`src/rtl/antitheft_controller.sv`:
```
// -----------------------------------------------------------------------------
// antitheft_controller
//
// Vehicle anti-theft sequencer. It arms after a delay once the driver has left,
// counts down an entry delay when a door opens while armed, and gates the
// siren on when that countdown expires. The external countdown timer is loaded
// through start_timer/interval and reports back through the expired pulse.
//
// All outputs are registered. They are computed from the next state and
// captured on the same edge as the state register, so each output lines up
// with the state it describes.
//
// Configuration macro:
//   ANTITHEFT_PASSENGER_DELAY_EN - when defined, a passenger-door trigger loads
//   the passenger delay (interval 10). When undefined, it loads the driver
//   delay (interval 01), and interval never takes the value 10.
// -----------------------------------------------------------------------------
module antitheft_controller (
  input  logic       clock,
  input  logic       reset,
  input  logic       ignition,
  input  logic       door_driver,
  input  logic       door_pass,
  input  logic       reprogram,
  input  logic       expired,
  input  logic       one_hz_enable,
  output logic       status,
  output logic       enable_siren,
  output logic       start_timer,
  output logic [1:0] interval
);

  typedef enum logic [2:0] {
    ARMED,
    TRIGGERED,
    ALARM,
    ALARM_HOLD,
    IGN_ON,
    WAIT_OPEN,
    WAIT_CLOSE,
    ARM_DELAY
  } state_t;

  localparam logic [1:0] INT_ARM_DELAY = 2'b00;
  localparam logic [1:0] INT_DRIVER    = 2'b01;
  localparam logic [1:0] INT_PASSENGER = 2'b10;
  localparam logic [1:0] INT_ALARM_ON  = 2'b11;

`ifdef ANTITHEFT_PASSENGER_DELAY_EN
  localparam logic [1:0] INT_PASS_TRIGGER = INT_PASSENGER;
`else
  localparam logic [1:0] INT_PASS_TRIGGER = INT_DRIVER;
`endif

  state_t     state, next_state;
  logic       next_status;
  logic       next_siren;
  logic       next_start;
  logic [1:0] next_interval;

  logic       any_door_open;
  assign any_door_open = door_driver | door_pass;

  // Next-state logic and timer-start requests, with priority reprogram > ignition > events.
  always_comb begin
    // NOTE: every signal gets a default before any branch. An output that is
    // left unassigned on some path makes synthesis infer a latch.
    next_state    = state;
    next_start    = 1'b0;
    next_interval = interval;

    if (reprogram) begin
      next_state    = ARM_DELAY;
      next_start    = 1'b1;
      next_interval = INT_ARM_DELAY;
    end else if (ignition) begin
      next_state = IGN_ON;
    end else begin
      case (state)
        IGN_ON: next_state = WAIT_OPEN;

        WAIT_OPEN: begin
          if (door_driver) next_state = WAIT_CLOSE;
        end

        WAIT_CLOSE: begin
          if (!door_driver) begin
            next_state    = ARM_DELAY;
            next_start    = 1'b1;
            next_interval = INT_ARM_DELAY;
          end
        end

        ARM_DELAY: begin
          // An open door restarts the arm delay, so the timer only runs out
          // once the car has stayed closed for the full delay.
          if (any_door_open) begin
            next_start    = 1'b1;
            next_interval = INT_ARM_DELAY;
          end else if (expired) begin
            next_state = ARMED;
          end
        end

        ARMED: begin
          if (door_driver) begin
            next_state    = TRIGGERED;
            next_start    = 1'b1;
            next_interval = INT_DRIVER;
          end else if (door_pass) begin
            next_state    = TRIGGERED;
            next_start    = 1'b1;
            next_interval = INT_PASS_TRIGGER;
          end
        end

        // Closing the door again does not cancel the entry countdown.
        TRIGGERED: begin
          if (expired) next_state = ALARM;
        end

        ALARM: begin
          if (!any_door_open) begin
            next_state    = ALARM_HOLD;
            next_start    = 1'b1;
            next_interval = INT_ALARM_ON;
          end
        end

        ALARM_HOLD: begin
          if (any_door_open)  next_state = ALARM;
          else if (expired)   next_state = ARMED;
        end

        default: next_state = ARMED;
      endcase
    end
  end

  // Registered-output values derived from the next state.
  always_comb begin
    next_siren  = (next_state == ALARM) || (next_state == ALARM_HOLD);
    next_status = 1'b0;
    case (next_state)
      ARMED: begin
        // The LED blinks only while the block stays armed. On the cycle it
        // enters ARMED the LED starts dark.
        if (state == ARMED) next_status = one_hz_enable ? ~status : status;
        else                next_status = 1'b0;
      end
      TRIGGERED, ALARM, ALARM_HOLD: next_status = 1'b1;
      default:                      next_status = 1'b0;
    endcase
  end

  // State and output registers with synchronous reset.
  always_ff @(posedge clock) begin
    // NOTE: sequential state uses non-blocking assignments, so all registers
    // update together from values sampled before the edge.
    if (reset) begin
      state        <= ARMED;
      status       <= 1'b0;
      enable_siren <= 1'b0;
      start_timer  <= 1'b0;
      interval     <= INT_ARM_DELAY;
    end else begin
      state        <= next_state;
      status       <= next_status;
      enable_siren <= next_siren;
      start_timer  <= next_start;
      interval     <= next_interval;
    end
  end

endmodule

```
`config.mk`:
```
export PLATFORM = sky130hd
export DESIGN_NAME = antitheft_controller
export DESIGN_NICKNAME = d
export VERILOG_FILES = /design/src/rtl/antitheft_controller.sv
export SDC_FILE = /design/constraint.sdc
export NUM_CORES = 1
export LEC_CHECK = 0
export BUFFER_PORTS_ARGS = -buffer_cell sky130_fd_sc_hd__buf_2
export CORE_AREA = 2 2 39 41
export DETAILED_ROUTE_END_ITERATION = 16
export DIE_AREA = 0 0 41 43
export GPL_ROUTABILITY_DRIVEN = 0
export PLACE_DENSITY = 0.67
export SKIP_LAST_GASP = 1
export SYNTH_ARGS = -nofsm -noshare
export SYNTH_HDL_FRONTEND = slang
export SYNTH_SLANG_ARGS = --single-unit
```
`constraint.sdc`:
```
create_clock -name clock -period 1.61 [get_ports clock]
set_input_delay 0.161 -clock clock [delete_from_list [all_inputs] [get_ports clock]]
set_output_delay 0.161 -clock clock [all_outputs]
set_load 0.01 [all_outputs]
```
After elaboration in Yosys (flattened, before gate mapping)
Cells that the tools add are included.
- equality and inequality tests: 15
- multiplexer cells: 29
- bitwise logic cells: 3
- reductions and logical operators: 7
- operator list (operator ; count):
    2-to-1 mux 3 bit ; 11
    one-hot mux 3 bit (8 select lines) ; 1
    == test 3 x 2 -> 1 bit, second input constant ; 4
    == test 3 bit, second input constant ; 4
    2-to-1 mux 2 bit ; 5
    2-to-1 mux 1 bit ; 9
    one-hot mux 2 bit (4 select lines) ; 1
    == test 3 x 1 -> 1 bit, second input constant ; 2
    logical NOT 3 bit ; 2
    != test 2 bit, second input constant ; 3
    != test 3 bit, second input constant ; 2
    AND reduction 6 bit ; 1
    one-hot mux 1 bit (4 select lines) ; 1
    nonzero test 4 bit ; 1
    OR reduction 3 bit ; 1
    NOT 1 bit ; 2
    one-hot mux 1 bit (2 select lines) ; 1
    OR reduction 2 bit ; 1
    logical OR 1 bit ; 1
    bitwise OR 1 bit ; 1
- flip-flop bits (word level): 8
- bits of input ports: 8
- word-level logic and storage cells: 59

Depth between registers and ports, before layout
- depth after elaboration: 8
- mapped depth: 5
- mapped depth without buffers: 4

Worst setup path after synthesis
Ideal clock, no wire load.
- path kind: register to register
- start point: register state[2]
- end point: register status
- library setup time: 0.122 ns
- data arrival time: 1.341 ns
- data required time: 1.488 ns
- slack: 0.147 ns
- stages on the path, launching flop included: 5
- period minus slack after synthesis: 1.463 ns
- path through: dfxtp_1 > or4_1 > a21oi_1 > a2111oi_0 > o311a_1
- cells in the longest elaborated chain, start to end: 8
- RTL lines (item ; RTL line ; source):
    start, declared ; 55 ; state_t state, next_state;
    start signal, assigned ; 167 ; state <= next_state;
    2-to-1 mux 3 bit, on equally long branches ; 100, 132, 110 ;
    2-to-1 mux 3 bit, on equally long branches ; 131, 106, 97 ;
    one-hot mux 3 bit (8 select lines) ; 79 ; case (state)
    2-to-1 mux 3 bit ; 76 ; end else if (ignition) begin
    2-to-1 mux 3 bit ; 72 ; if (reprogram) begin
    == test 3 x 2 -> 1 bit or == test 3 x 1 -> 1 bit (tied branches) ; 144 ; case (next_state)
    OR reduction 3 bit ; 144 ;
    one-hot mux 1 bit (2 select lines) ; 144 ;
    end signal, assigned ; 168 ; status <= next_status;
    end, declared ; 27 ; output logic status,
Parallel ways exist; a longest one is shown, timed or not.
A chain may end at the register's enable or synchronous reset.

Final worst setup path
Same ends and word-level chain as after synthesis.

==> results.yml <==
global_routing:
  grt_antenna_before_repair: 0
  grt_max_degree: 9
  grt_pass1_vias: 395
  grt-ovfl-total: 0
  grt_pass1_wl_mm: 1.70
  grt_use_total: 0.142
floorplan:
  die_h_um: 43
  core_area_um2: 1380
  rows: 14
  die_area_um2: 1760
  io_pins: 13
  start_util: 0.322
  die-width_um: 41
power_and_ir_drop:
  pwr-share-clk: 0.327
  seq_power_share: 0.459
  p_leak_nw: 0.249
  p_switching_w: 0.000126
  switching_share: 0.269
  combPwrFrac: 0.215
  ir_drop_uv: 412
  internal-power_w: 0.000344
  power_density_nw_per_um2: 808
sta:
  finalSetupTns_ns: 0
  fin_crit_sh: 0.949
  min_period_ns: 1.53
  finalHoldViolations: 0
  slew_headroom: 0.701
  max_freq_mhz: 654
  rsz0062_at_grt: "false"
  maxSlewViolCount: 0
  whs_ns: 0.115
  setup_slack_ns: 0.0819
  setup-violations-final: 0
  fin_skew_ns: 0.00353
  worst_pin_slew_ns: 0.448
yosys:
  synth_top_area_frac: 0.360
  synth_area_um2: 445
  async_flop_share: 0
  synth_seq_cells: 8
  yosysTopAreaCell: "dfxtp_1"
  ys_top_cells_by_area: "dfxtp_1 (36%), a21oi_1 (9.0%), o21ai_0 (5.6%)"
  synth_cell_type_count: 28
  synth_xor_area_frac: 0.0197
  yosysSeqAreaShare: 0.360
  synth_top_family_by_area: "compound AO/OA/AOI/OAI gates"
  synth_compound_area_frac: 0.306
  synth_fa_ha_area_frac: 0
  synth_area_per_cell_um2: 8.25
  synthCells: 54
  synth_ff_type: "dfxtp_1"
  synthMuxAreaShare: 0
  syn_nets: 62
  synth_enable_flop_cells: 0
  synth_warnings: 0
  synthSimpleGateAreaFrac: 0.270
cts:
  clock-sinks: 8
  post_cts_buffers: 0
  cts_made_buffers: 3
  clkLatencyLatePin_ns: 0.25
  h-tree-depth: 1
  clk_pin_slew_worst_paths_ns: 0.06
  cts_buffer_depth: 2
  cts_tree: "yes"
  cts_root_buf: "clkbuf_4"
finish:
  final_common_cell: "buf_2"
  n_fill_cell: 140
  synthToLayoutAreaGrowth_pct: 30.9
  diodes: 0
  multiInputGateArea_um2: 267
  register_area_um2: 161
  finalNetCount: 83
  postLayoutCoreUtil: 0.421
  layout-drive-gt1-share: 0.356
  final_cell_mix: "buf_2 (12), a21oi_1 (8), dfxtp_1 (7), buf_4 (6), o21ai_0 (5)"
worst_setup_path:
  worst_path_largest_cell_delay_ns: 0.50
  critPathTopFamily: "compound AO/OA/AOI/OAI gates"
  arrival_ns: 1.67
  required_ns: 1.75
  criticalPathCategory: "reg -> reg"
  setup.worst_path.end_class: "register"
  worstPathMaxFanout: 5
  worst_path_max_delay_cell: "or4_1"
  worstPathBufferInverterCount: 0
  cp_cell_sequence: "or4_1 > a21oi_1 > a2111oi_1 > o311a_1"
  startpoint_type: "register"
place:
  dpl_worst_slack_ns: 0.0749
  portBuffers: 12
  hpwl_um: 818
outcome:
  outcome: "completed"
detailed_routing:
  wl_per_cell_um: 11.7
  avgViaCountPerCell: 5.37
  drtAntennaViolNets: 0
  drc_errors: 0
  num_vias: 478
  drt-initial-drc-count: 10
  wl_mm: 1.04
  dr.pass1.iters: 4
hold_path:
  hold_path_class: "in -> reg"
flow_run:
  max_cap_viol_count: 0
## power groups by stage
stage	clock [W]	combinational, W	sequential [W]
final	0.000154	0.000101	0.000216
after global routing	0.000179	0.000112	0.000217
after CTS	0.000164	0.000100	0.000215
after detailed placement	0	0.0000995	0.000220
after global placement	0	0.0000999	0.000220
after floorplan	0	0.0000550	0.000220
## flip-flops by register name, indices dropped and copies added, names as in the netlist
| register | flops |
|---|---|
| interval | 2 |
| start_timer | 1 |
| state | 3 |
| enable_siren | 1 |
| status | 1 |
## layout make-up
type,count,area share
multi-input combinational,42,0.457
sequential,8,0.277
timing repair buffer,18,0.180
clock buffer,3,0.0386
tap,16,0.0343
inverter,2,0.0129
## kinds of logic after synthesis
family | after synthesis
compound gates | 21
xor+xnor | 1
simple gates | 20
buf+inv | 4
flops | 8
## per-stage QoR
| stage | total power [W] | std cells | cell area, um^2 |
|---|---|---|---|
| global placement | 0.000320 | 86 | 558 |
| detailed placement | 0.000319 | 86 | 558 |
| global route | 0.000508 | 89 | 583 |
| finish | 0.000471 | 89 | 583 |
| floorplan | 0.000275 | 54 | 445 |
| CTS | 0.000479 | 89 | 581 |
## routing by layer
metal / global-route usage / vias to the layer above / routed length, um
met2: 0.178 / 13 / 489
li1: - / 243 / -
met4: 0.0800 / 0 / 0
met5: 0 / - / 0
met1: 0.212 / 222 / 498
met3: 0.0366 / 0 / 55
## what timing repair did
action,4_1_cts,5_1_grt
endpoints found under the setup margin,0,1
resized for setup,0,2
hold buffers,0,0
## final timing paths
kind | from | to | slack [ns] | cells past startpoint
worst min-delay path | reset | state[1] | 0.12 | 2
worst max register to register | state[2] | status | 0.08 | 4
worst min register to register | interval[0] | interval[0] | 0.47 | 2
worst max-delay path | state[2] | status | 0.08 | 4
## cell usage after synthesis, types with 2 or more instances
cell type,n
or4_1,2
or3_1,2
a21o_1,2
nand2_1,2
a21oi_1,8
o21ai_0,5
or2_1,2
nor2_1,2
nor2b_1,3
dfxtp_1,8
Power figures use the tool's default switching activity.
